<file path="config.mk">
export PLATFORM = sky130hd
export DESIGN_NAME = pose_match_scorer
export DESIGN_NICKNAME = d
export VERILOG_FILES = /design/src/rtl/pose_match_scorer.sv
export SDC_FILE = /design/constraint.sdc
export NUM_CORES = 1
export LEC_CHECK = 0
export ABC_AREA = 1
export BUFFER_PORTS_ARGS = -buffer_cell sky130_fd_sc_hd__buf_2
export CORE_AREA = 2 2 152 154
export DETAILED_ROUTE_END_ITERATION = 10
export DIE_AREA = 0 0 154 156
export GPL_TIMING_DRIVEN = 1
export PLACE_DENSITY = 0.68
export SYNTH_ARGS = -nofsm -noshare
export SYNTH_HDL_FRONTEND = slang
export SYNTH_SLANG_ARGS = --single-unit
</file>
<file path="constraint.sdc">
create_clock -name clk_in -period 3.92 [get_ports clk_in]
set_input_delay 0.392 -clock clk_in [delete_from_list [all_inputs] [get_ports clk_in]]
set_output_delay 0.392 -clock clk_in [all_outputs]
set_load 0.03 [all_outputs]
</file>
<file path="src/rtl/pose_match_scorer.sv">
// Windowed intersection/union pixel counter with a sequential divider that scores overlap 0..100.
// Optional feature macro: SCORE_SMOOTH_EN (exponential smoothing of the reported score).
module pose_match_scorer #(
   parameter int         X0     = 200,
   parameter int         Y0     = 200,
   parameter int         WIDTH  = 320,
   parameter int         HEIGHT = 240,
   parameter logic [3:0] THRESH = 4'd8
) (
   input  logic        clk_in,
   input  logic        rst_in,
   input  logic [10:0] hcount_in,
   input  logic [9:0]  vcount_in,
   input  logic [11:0] truth_pixel_in,
   input  logic        user_mask_in,
   output logic [6:0]  score_out,
   output logic        score_valid_out,
   output logic        busy_out,
   output logic        overrun_out
);

   localparam logic [10:0] X_LO = 11'(X0);
   localparam logic [10:0] X_HI = 11'(X0 + WIDTH - 1);
   localparam logic [9:0]  Y_LO = 10'(Y0);
   localparam logic [9:0]  Y_HI = 10'(Y0 + HEIGHT - 1);

   typedef enum logic [1:0] {
      S_IDLE   = 2'd0,
      S_LATCH  = 2'd1,
      S_DIVIDE = 2'd2,
      S_DONE   = 2'd3
   } state_t;

   function automatic logic [16:0] sat_inc(input logic [16:0] cnt, input logic inc);
      if (cnt == 17'h1FFFF) begin
         sat_inc = cnt;
      end else begin
         sat_inc = cnt + {16'd0, inc};
      end
   endfunction

   state_t      state_q, state_d;
   logic [16:0] inter_q, inter_d, union_q, union_d;
   logic [16:0] inter_l_q, inter_l_d, union_l_q, union_l_d;
   logic [23:0] dividend_q, dividend_d;
   logic [16:0] divisor_q, divisor_d;
   logic [16:0] rem_q, rem_d;
   logic [6:0]  quot_q, quot_d;
   logic [4:0]  bit_q, bit_d;
   logic [6:0]  score_q, score_d;
   logic        valid_q, valid_d;
   logic        busy_q, busy_d;
   logic        overrun_q, overrun_d;
`ifdef SCORE_SMOOTH_EN
   logic [6:0]  avg_q, avg_d;
   logic        avg_vld_q, avg_vld_d;
   logic [8:0]  blend;
`endif

   logic        in_win, start_px, end_px, t_fg, u_fg;
   logic [17:0] rem_sh;
   logic [6:0]  raw_score;
   logic        unused_pix;

   assign unused_pix = ^truth_pixel_in[7:0];
   assign in_win   = (hcount_in >= X_LO) && (hcount_in <= X_HI) &&
                     (vcount_in >= Y_LO) && (vcount_in <= Y_HI);
   assign start_px = (hcount_in == X_LO) && (vcount_in == Y_LO);
   assign end_px   = (hcount_in == X_HI) && (vcount_in == Y_HI);
   assign t_fg     = (truth_pixel_in[11:8] >= THRESH);
   assign u_fg     = user_mask_in;

   // Next-state logic: free-running window counters plus the latch/divide/done sequencer.
   always_comb begin
      state_d    = state_q;
      inter_d    = inter_q;
      union_d    = union_q;
      inter_l_d  = inter_l_q;
      union_l_d  = union_l_q;
      dividend_d = dividend_q;
      divisor_d  = divisor_q;
      rem_d      = rem_q;
      quot_d     = quot_q;
      bit_d      = bit_q;
      score_d    = score_q;
      valid_d    = 1'b0;
      overrun_d  = overrun_q;
      rem_sh     = 18'd0;
      raw_score  = 7'd0;
`ifdef SCORE_SMOOTH_EN
      avg_d      = avg_q;
      avg_vld_d  = avg_vld_q;
      blend      = 9'd0;
`endif

      // The start pixel reloads rather than clears, so each window counts itself exactly once.
      if (start_px) begin
         inter_d = {16'd0, t_fg & u_fg};
         union_d = {16'd0, t_fg | u_fg};
      end else if (in_win) begin
         inter_d = sat_inc(inter_q, t_fg & u_fg);
         union_d = sat_inc(union_q, t_fg | u_fg);
      end else begin
         inter_d = inter_q;
         union_d = union_q;
      end

      if (end_px && (state_q != S_IDLE)) begin
         overrun_d = 1'b1;
      end else begin
         overrun_d = overrun_q;
      end

      case (state_q)
         S_IDLE: begin
            if (end_px) begin
               inter_l_d = inter_d;
               union_l_d = union_d;
               state_d   = S_LATCH;
            end else begin
               state_d   = S_IDLE;
            end
         end
         S_LATCH: begin
            dividend_d = 24'(inter_l_q) * 24'd100;
            divisor_d  = union_l_q;
            rem_d      = 17'd0;
            quot_d     = 7'd0;
            bit_d      = 5'd23;
            state_d    = S_DIVIDE;
         end
         S_DIVIDE: begin
            rem_sh = {rem_q, dividend_q[bit_q]};
            if (rem_sh >= {1'b0, divisor_q}) begin
               rem_d = 17'(rem_sh - {1'b0, divisor_q});
               if (bit_q < 5'd7) begin
                  quot_d[bit_q[2:0]] = 1'b1;
               end else begin
                  quot_d = quot_q;
               end
            end else begin
               rem_d = rem_sh[16:0];
            end
            if (bit_q == 5'd0) begin
               state_d = S_DONE;
            end else begin
               bit_d   = bit_q - 5'd1;
            end
         end
         S_DONE: begin
            // An empty union divides by zero; report zero overlap instead.
            if (union_l_q == 17'd0) begin
               raw_score = 7'd0;
            end else begin
               raw_score = quot_q;
            end
`ifdef SCORE_SMOOTH_EN
            if (avg_vld_q) begin
               blend = (9'd3 * {2'd0, avg_q} + {2'd0, raw_score}) >> 2;
               avg_d = blend[6:0];
            end else begin
               avg_d = raw_score;
            end
            avg_vld_d = 1'b1;
            score_d   = avg_d;
`else
            score_d   = raw_score;
`endif
            valid_d = 1'b1;
            state_d = S_IDLE;
         end
         default: begin
            state_d = S_IDLE;
         end
      endcase
   end

   assign busy_d = (state_d != S_IDLE);

   // State and output registers with synchronous reset.
   always_ff @(posedge clk_in) begin
      if (rst_in) begin
         state_q    <= S_IDLE;
         inter_q    <= 17'd0;
         union_q    <= 17'd0;
         inter_l_q  <= 17'd0;
         union_l_q  <= 17'd0;
         dividend_q <= 24'd0;
         divisor_q  <= 17'd0;
         rem_q      <= 17'd0;
         quot_q     <= 7'd0;
         bit_q      <= 5'd0;
         score_q    <= 7'd0;
         valid_q    <= 1'b0;
         busy_q     <= 1'b0;
         overrun_q  <= 1'b0;
`ifdef SCORE_SMOOTH_EN
         avg_q      <= 7'd0;
         avg_vld_q  <= 1'b0;
`endif
      end else begin
         state_q    <= state_d;
         inter_q    <= inter_d;
         union_q    <= union_d;
         inter_l_q  <= inter_l_d;
         union_l_q  <= union_l_d;
         dividend_q <= dividend_d;
         divisor_q  <= divisor_d;
         rem_q      <= rem_d;
         quot_q     <= quot_d;
         bit_q      <= bit_d;
         score_q    <= score_d;
         valid_q    <= valid_d;
         busy_q     <= busy_d;
         overrun_q  <= overrun_d;
`ifdef SCORE_SMOOTH_EN
         avg_q      <= avg_d;
         avg_vld_q  <= avg_vld_d;
`endif
      end
   end

   assign score_out       = score_q;
   assign score_valid_out = valid_q;
   assign busy_out        = busy_q;
   assign overrun_out     = overrun_q;

endmodule
</file>
; ---- Yosys cells after proc, flatten, opt, wreduce, memory -nomap -nowiden
; Index checks and enable logic that the tools add are counted.
[op_classes]
n_addsub = 4
mul = 1
n_lt_le_gt_ge = 10
n_eq_ne = 12
n_mux = 22
n_bitwise = 3
reduce_logical = 16
[ops]
columns = cell, n
row1 = 17-bit two-way mux, 7
row2 = 17-bit by 1-bit adder with 17-bit output, 2
row3 = 17-bit == test (second input constant), 2
row4 = 17-bit one-hot mux with 2 select lines, 1
row5 = 17-bit by 5-bit multiplier with 22-bit output (second input constant), 1
row6 = 7-bit two-way mux, 3
row7 = 18-bit by 17-bit >= comparator with 1-bit output, 1
row8 = 17-bit logical NOT, 1
row9 = 17-bit subtractor, 1
row10 = 7-bit one-hot mux with 2 select lines, 1
row11 = 11-bit by 10-bit == test with 1-bit output (second input constant), 1
row12 = 11-bit by 8-bit == test with 1-bit output (second input constant), 1
row13 = 11-bit by 8-bit >= comparator with 1-bit output (second input constant), 1
row14 = 11-bit by 10-bit <= comparator with 1-bit output (second input constant), 1
row15 = 10-bit by 8-bit == test with 1-bit output (second input constant), 1
row16 = 10-bit by 9-bit == test with 1-bit output (second input constant), 1
row17 = 10-bit by 8-bit >= comparator with 1-bit output (second input constant), 1
row18 = 10-bit by 9-bit <= comparator with 1-bit output (second input constant), 1
row19 = 5-bit one-hot mux with 2 select lines, 1
row20 = 2-bit one-hot mux with 4 select lines, 1
row21 = 1-bit logical AND, 7
row22 = 7-bit bitwise OR, 1
row23 = 5-bit by 6-bit < comparator with 1-bit output (second input constant), 1
row24 = 2-bit inequality test (second input constant), 3
row25 = 19 further kinds, 26
[totals]
register_bits = 148
in_bits = 36
out_inout_bits = 10
word_cells = 82

; ---- Longest topological paths before layout
[logic_depth]
word_depth = 8
ltp_mapped = 25
ltp_nobuf = 24

; ---- Least setup slack after synthesis
; OpenSTA, ideal clock, no wires.
[synth_timing]
path_kind = reg-to-reg
start = register inter_l_q[6]
end = register dividend_q[19]
setup_ps = 114
arrival_time_ps = 2649
required_ps = 3806
slack_ps = 1158
path_stages_with_launch = 18
period_less_slack_ps = 2762
cell_sequence = dfxtp_1 > ha_1 > ha_1 > inv_1 > fa_1 > inv_1 > ha_1 > a21o_1 > nor2_1 > nand2_1 > nand2_1 > nand2_1 > nand2_1 > nand2_1 > nand2_1 > nand2_1 > o21bai_1 > inv_1
[synth_between]
elab_chain_cells = 1
[synth_rtl]
columns = item, line
row1 = from (decl), 44  ; logic [16:0] inter_l_q, inter_l_d, union_l_q, union_l_d;
row2 = from (signal assigned), 205  ; inter_l_q <= inter_l_d;
row3 = 17-bit by 5-bit multiplier with 22-bit output, 125  ; dividend_d = 24'(inter_l_q) * 24'd100;
row4 = to (signal assigned), 207  ; dividend_q <= dividend_d;
row5 = to (decl), 45  ; logic [23:0] dividend_q, dividend_d;
; Every way passes these cells.
; A chain may end at the register's enable or synchronous reset.

; ---- Worst setup path after layout
[layout_timing]
start = register bit_q[0]
end = register quot_q[3]
[layout_between]
elab_chain_cells = 8
[layout_rtl]
columns = item, line
row1 = from (decl), 49  ; logic [4:0] bit_q, bit_d;
row2 = from (signal assigned), 211  ; bit_q <= bit_d;
row3 = "parallel branches: the longest is 8 deep, another holds 18-bit by 17-bit >= comparator with 1-bit output", -
row4 = to (signal assigned), 210  ; quot_q <= quot_d;
row5 = to (decl), 48  ; logic [6:0] quot_q, quot_d;
; Several ways; the timed one is not identified. The select of a mux whose other input is x is not followed.

==> results.txt <==
----------------------------------------------------
[Synth]
  Syn nets ... roughly 1600
  Share of synthesized area occupied by flip-flops and latches ... 29.72%
  Ys async rst share ... 0%
  Count of cell types in the netlist ... 42
  Yosys warnings ... 0
  Synthesized instance count ... between 1000 and 1500
  Post-synthesis instance area ... roughly 10000 um^2
  EDFF count, synth ... 0
  Syn Area/Cell ... roughly 6.7 um^2
  Number of synthesized register bits ... 148
  Most frequently used flop master after synthesis ... sky130_fd_sc_hd__dfxtp_1

[Place]
  Final Wtd Congestion ... roughly 0.88
  Total cell area at the placement stage ... just over 10000 um^2
  Final HPWL DP ... roughly 16000 um
  Placement Setup Slack ... 0.6487 ns
  Port Buf Inserts ... 34

[Status]
  Outcome ... completed

[Timing]
  Final-report hold violation count ... 0
  RSZ-0062 raised after global routing ... false
  Transition time at the pin with the least slew margin ... 1.034 ns
  Max Slew Vio Count ... 0
  Headroom to the max-slew limit ... between 30% and 40%
  Sum of negative setup slack ... 0 ns
  Final critical-path setup slack ... around 0.59 ns
  Achievable frequency ... between 300 and 400 MHz
  Hold slack final ... around 0.38 ns
  Count of endpoints failing setup in the final report ... 0
  Post-Route Skew ... around 0.010 ns
  Crit path time final ... around 3.3 ns
  Share of the clock period used by the worst path after layout ... 85.01%

[GRT]
  Initial antenna violation count ... 0
  Total global-route track usage ... between 15 and 20%
  Final global-route overflow total ... 0
  Largest net degree at the start of global routing ... 73
  Global-route wire length before repair ... 39740 um
  Number of global-route vias before repair ... 8552

[Routing]
  Highest metal used ... met4
  Routed length on met2 ... approximately 11000 um
  Total wire length ... 22780 um
  Total via count in the routed design ... about 9100
  DRC violation count after routing ... 0
  Final ANT Viol Nets ... 0
  DRC violation total after the first TritonRoute iteration ... just over 600
  Vias per cell ... about 5
  First-pass iteration count of the detailed router ... 6
  DRT met1 WL ... 11000 um
  Routed wl met3 ... 695 um
  Wire per inst ... 12.67 um

[Floorplan]
  Die Ht ... 156 um
  Starting utilization of the core area ... between 40% and 50%
  Count of boundary I/O pins ... 46
  Die Area ... around 24000 um^2
  Die boundary width ... about 150 um
  Cell Rows ... 55
  Floorplan Core Area ... around 22000 um^2

[Setup path]
  Reg-to-Reg End ... quot_q[3]
  Worst Setup Start Kind ... register
  Worst-path cell chain ... inv_1 -> nand3_1 -> nor2_1 -> nor2_1 -> nand3_1 -> nand2_1 -> inv_1 -> nand2_1 -> ha_1 -> fa_1 -> inv_1 -> nand3_1 -> nand3_2 -> nand3_4 -> nand2_8 -> nand2_4 -> nand2_4 -> nand2_1 -> a21oi_1
  Largest driver fanout on the critical path ... 18
  Class of the most critical setup path ... reg2reg
  Internal reg-to-reg setup slack ... about 0.59 ns
  WP data required ... approximately 4.3 ns
  Worst R2R Path Depth ... 19
  Delay of the slowest cell on the worst path ... 0.45 ns
  Data arrival time of the critical path ... around 3.7 ns
  Element type at the critical path end ... register
  Crit path max-delay cell type ... sky130_fd_sc_hd__fa_1
  R2R Path Start ... bit_q[0]

[Cells and area]
  Layout fillers ... 2254
  Final Util ... about half
  Ratio of cells with drive above 1 in the final layout ... under 10%
  Area Overhead vs Synth ... 9.737%
  Layout net count ... ~1600
  Design area ... between 10000 and 15000 um^2
  Commonest cells after routing, fill and taps aside ... sky130_fd_sc_hd__nand2_1, sky130_fd_sc_hd__inv_1, sky130_fd_sc_hd__nor2_1
  Total inserted antenna cells ... 0
  Leading cell type in the layout, fill and taps excluded ... sky130_fd_sc_hd__nand2_1

[Clock tree]
  Hold bufs inserted after CTS ... 0
  CTS tree ... built
  Clock Latency Late Sink ... between 0.4 and 0.5 ns
  Resized Gates After CTS ... 0
  Root buffer cell ... sky130_fd_sc_hd__clkbuf_16
  Total clock buffers created by CTS ... 17
  Clock Sink Count ... 148
  Maximum clock path buffer count ... 2
  Number of H-tree branching levels ... 4
  Setup bufs post-CTS ... 0
  Clock-pin slew on the worst setup and hold paths ... 0.06 ns

[Hold path]
  Instance count along the most critical hold path ... 5
  Start point of the worst hold path ... truth_pixel_in[11]
  Worst min path class ... in2reg
  Hold-critical path endpoint ... union_q[0]

[Power]
  Relative contribution of the clock network to total power ... 50.3%
  Leakage power figure ... approximately 5.4 nW
  Sequential fraction of design power ... 45.2%
  Internal power of the cells ... 0.002632 W
  Power density cells ... between 300 and 400 nW/um^2
  Sw Pwr ... 0.0007757 W
  Largest voltage drop on the vdd net ... between 0.15 and 0.2 mV
  Switching share of total power ... approximately 23%
  Combinational Power Share ... 4.5%

[Job]
  Max-capacitance violation count ... 0

----------------------------------------------------
-- per-layer routing --
| layer | global-route usage [%] | vias to the layer above |
|---|---|---|
| met5 | 0 | - |
| met4 | 6.008 | 0 |
| met3 | 3.528 | 22 |
| met2 | 33.46 | 133 |
| met1 | 25.99 | 4171 |
| li1 | - | 4822 |
-- cell type report --
class / instances / area (um^2) / area share, %
Clock inverter: 10 / 145.1 / 1.326
Sequential cell: 148 / 2963 / 27.08
Tap cell: 285 / 356.6 / 3.259
Timing Repair Buffer: 43 / 237.7 / 2.173
Inverter: 221 / 829.5 / 7.582
Multi-Input combinational cell: 1069 / 5936 / 54.25
Clock buffer: 22 / 474.2 / 4.334
-- through the flow --
step / power, W / instances
after global routing: 0.003535 / 1798
after detailed placement: 0.001728 / 1766
after global placement: 0.001724 / 1766
after CTS: 0.003444 / 1798
after floorplan: 0.001680 / 1492
final: 0.003407 / 1798
-- cell usage after synthesis (6+ instances only) --
master                     number  area share [%]
sky130_fd_sc_hd__nor4_1         8            0.50
sky130_fd_sc_hd__nor2_2         6            0.38
sky130_fd_sc_hd__o21ai_0       90             4.5
sky130_fd_sc_hd__nor2_1       155             5.8
sky130_fd_sc_hd__nand3_1      131             6.6
sky130_fd_sc_hd__buf_2         14            0.70
sky130_fd_sc_hd__dfxtp_1      148              30
sky130_fd_sc_hd__fa_1          13             2.6
sky130_fd_sc_hd__xor2_1        36             3.2
sky130_fd_sc_hd__xnor2_1        8            0.70
sky130_fd_sc_hd__clkbuf_1      31             1.2
sky130_fd_sc_hd__nor3_1        24             1.2
sky130_fd_sc_hd__ha_1          81              10
sky130_fd_sc_hd__nand4_1       24             1.5
sky130_fd_sc_hd__nand3b_1      18             1.4
sky130_fd_sc_hd__inv_1        214             8.1
sky130_fd_sc_hd__nand2_1      321              12
sky130_fd_sc_hd__a21oi_1      118             5.9
-- critical path: cells and delay by family, from the launching register on --
kind | cells | cell delay (ns)
AO/OA/AOI/OAI | 1 | 0.11
buffers and inverters | 3 | 0.47
adder cells (fa/ha/maj) | 2 | 0.70
AND/OR/NAND/NOR | 13 | 1.61
flip-flops | 1 | 0.36
-- state kept, by name, indices dropped and copies added, names as in the netlist --
register         cells
bit_q                5
busy_out             1
dividend_q          22
divisor_q           17
inter_l_q           17
inter_q             17
overrun_out          1
quot_q               7
rem_q               17
score_out            7
score_valid_out      1
state_q              2
union_l_q           17
union_q             17
-- power groups by stage --
stage	Combinational, W	Sequential [W]	Clock, W
floorplan	0.000112	0.00157	0
global placement	0.000153	0.00157	0
detailed placement	0.000156	0.00157	0
CTS	0.000157	0.00154	0.00175
global route	0.000180	0.00154	0.00181
finish	0.000155	0.00154	0.00171
-- cells by family (layout without fill, tap and decap cells) --
logic type | count (synthesis) | count (layout) | synth area share (%)
DFF | 148 | 148 | 29.72
xor gates and xnor gates | 44 | 44 | 3.865
and+or+nand+nor | 703 | 703 | 30.89
AOI/OAI and AO/OA | 228 | 228 | 11.92
adders and majority gates | 94 | 94 | 12.77
buffers and inverters | 275 | 296 | 10.83
-- how the worst max path moves through the flow --
stage                       startpoint        endpoint  slack, ns  depth (start not counted)
after global routing          bit_q[0]       quot_q[1]       0.26                         19
after detailed placement      bit_q[0]       quot_q[3]       0.65                         19
after floorplan           inter_l_q[6]  dividend_q[19]       1.16                         17
final                         bit_q[0]       quot_q[3]       0.59                         19
after CTS                     bit_q[0]       quot_q[3]       0.62                         19
after global placement        bit_q[0]       quot_q[3]       0.70                         19
(Power assumes the default switching activity.)
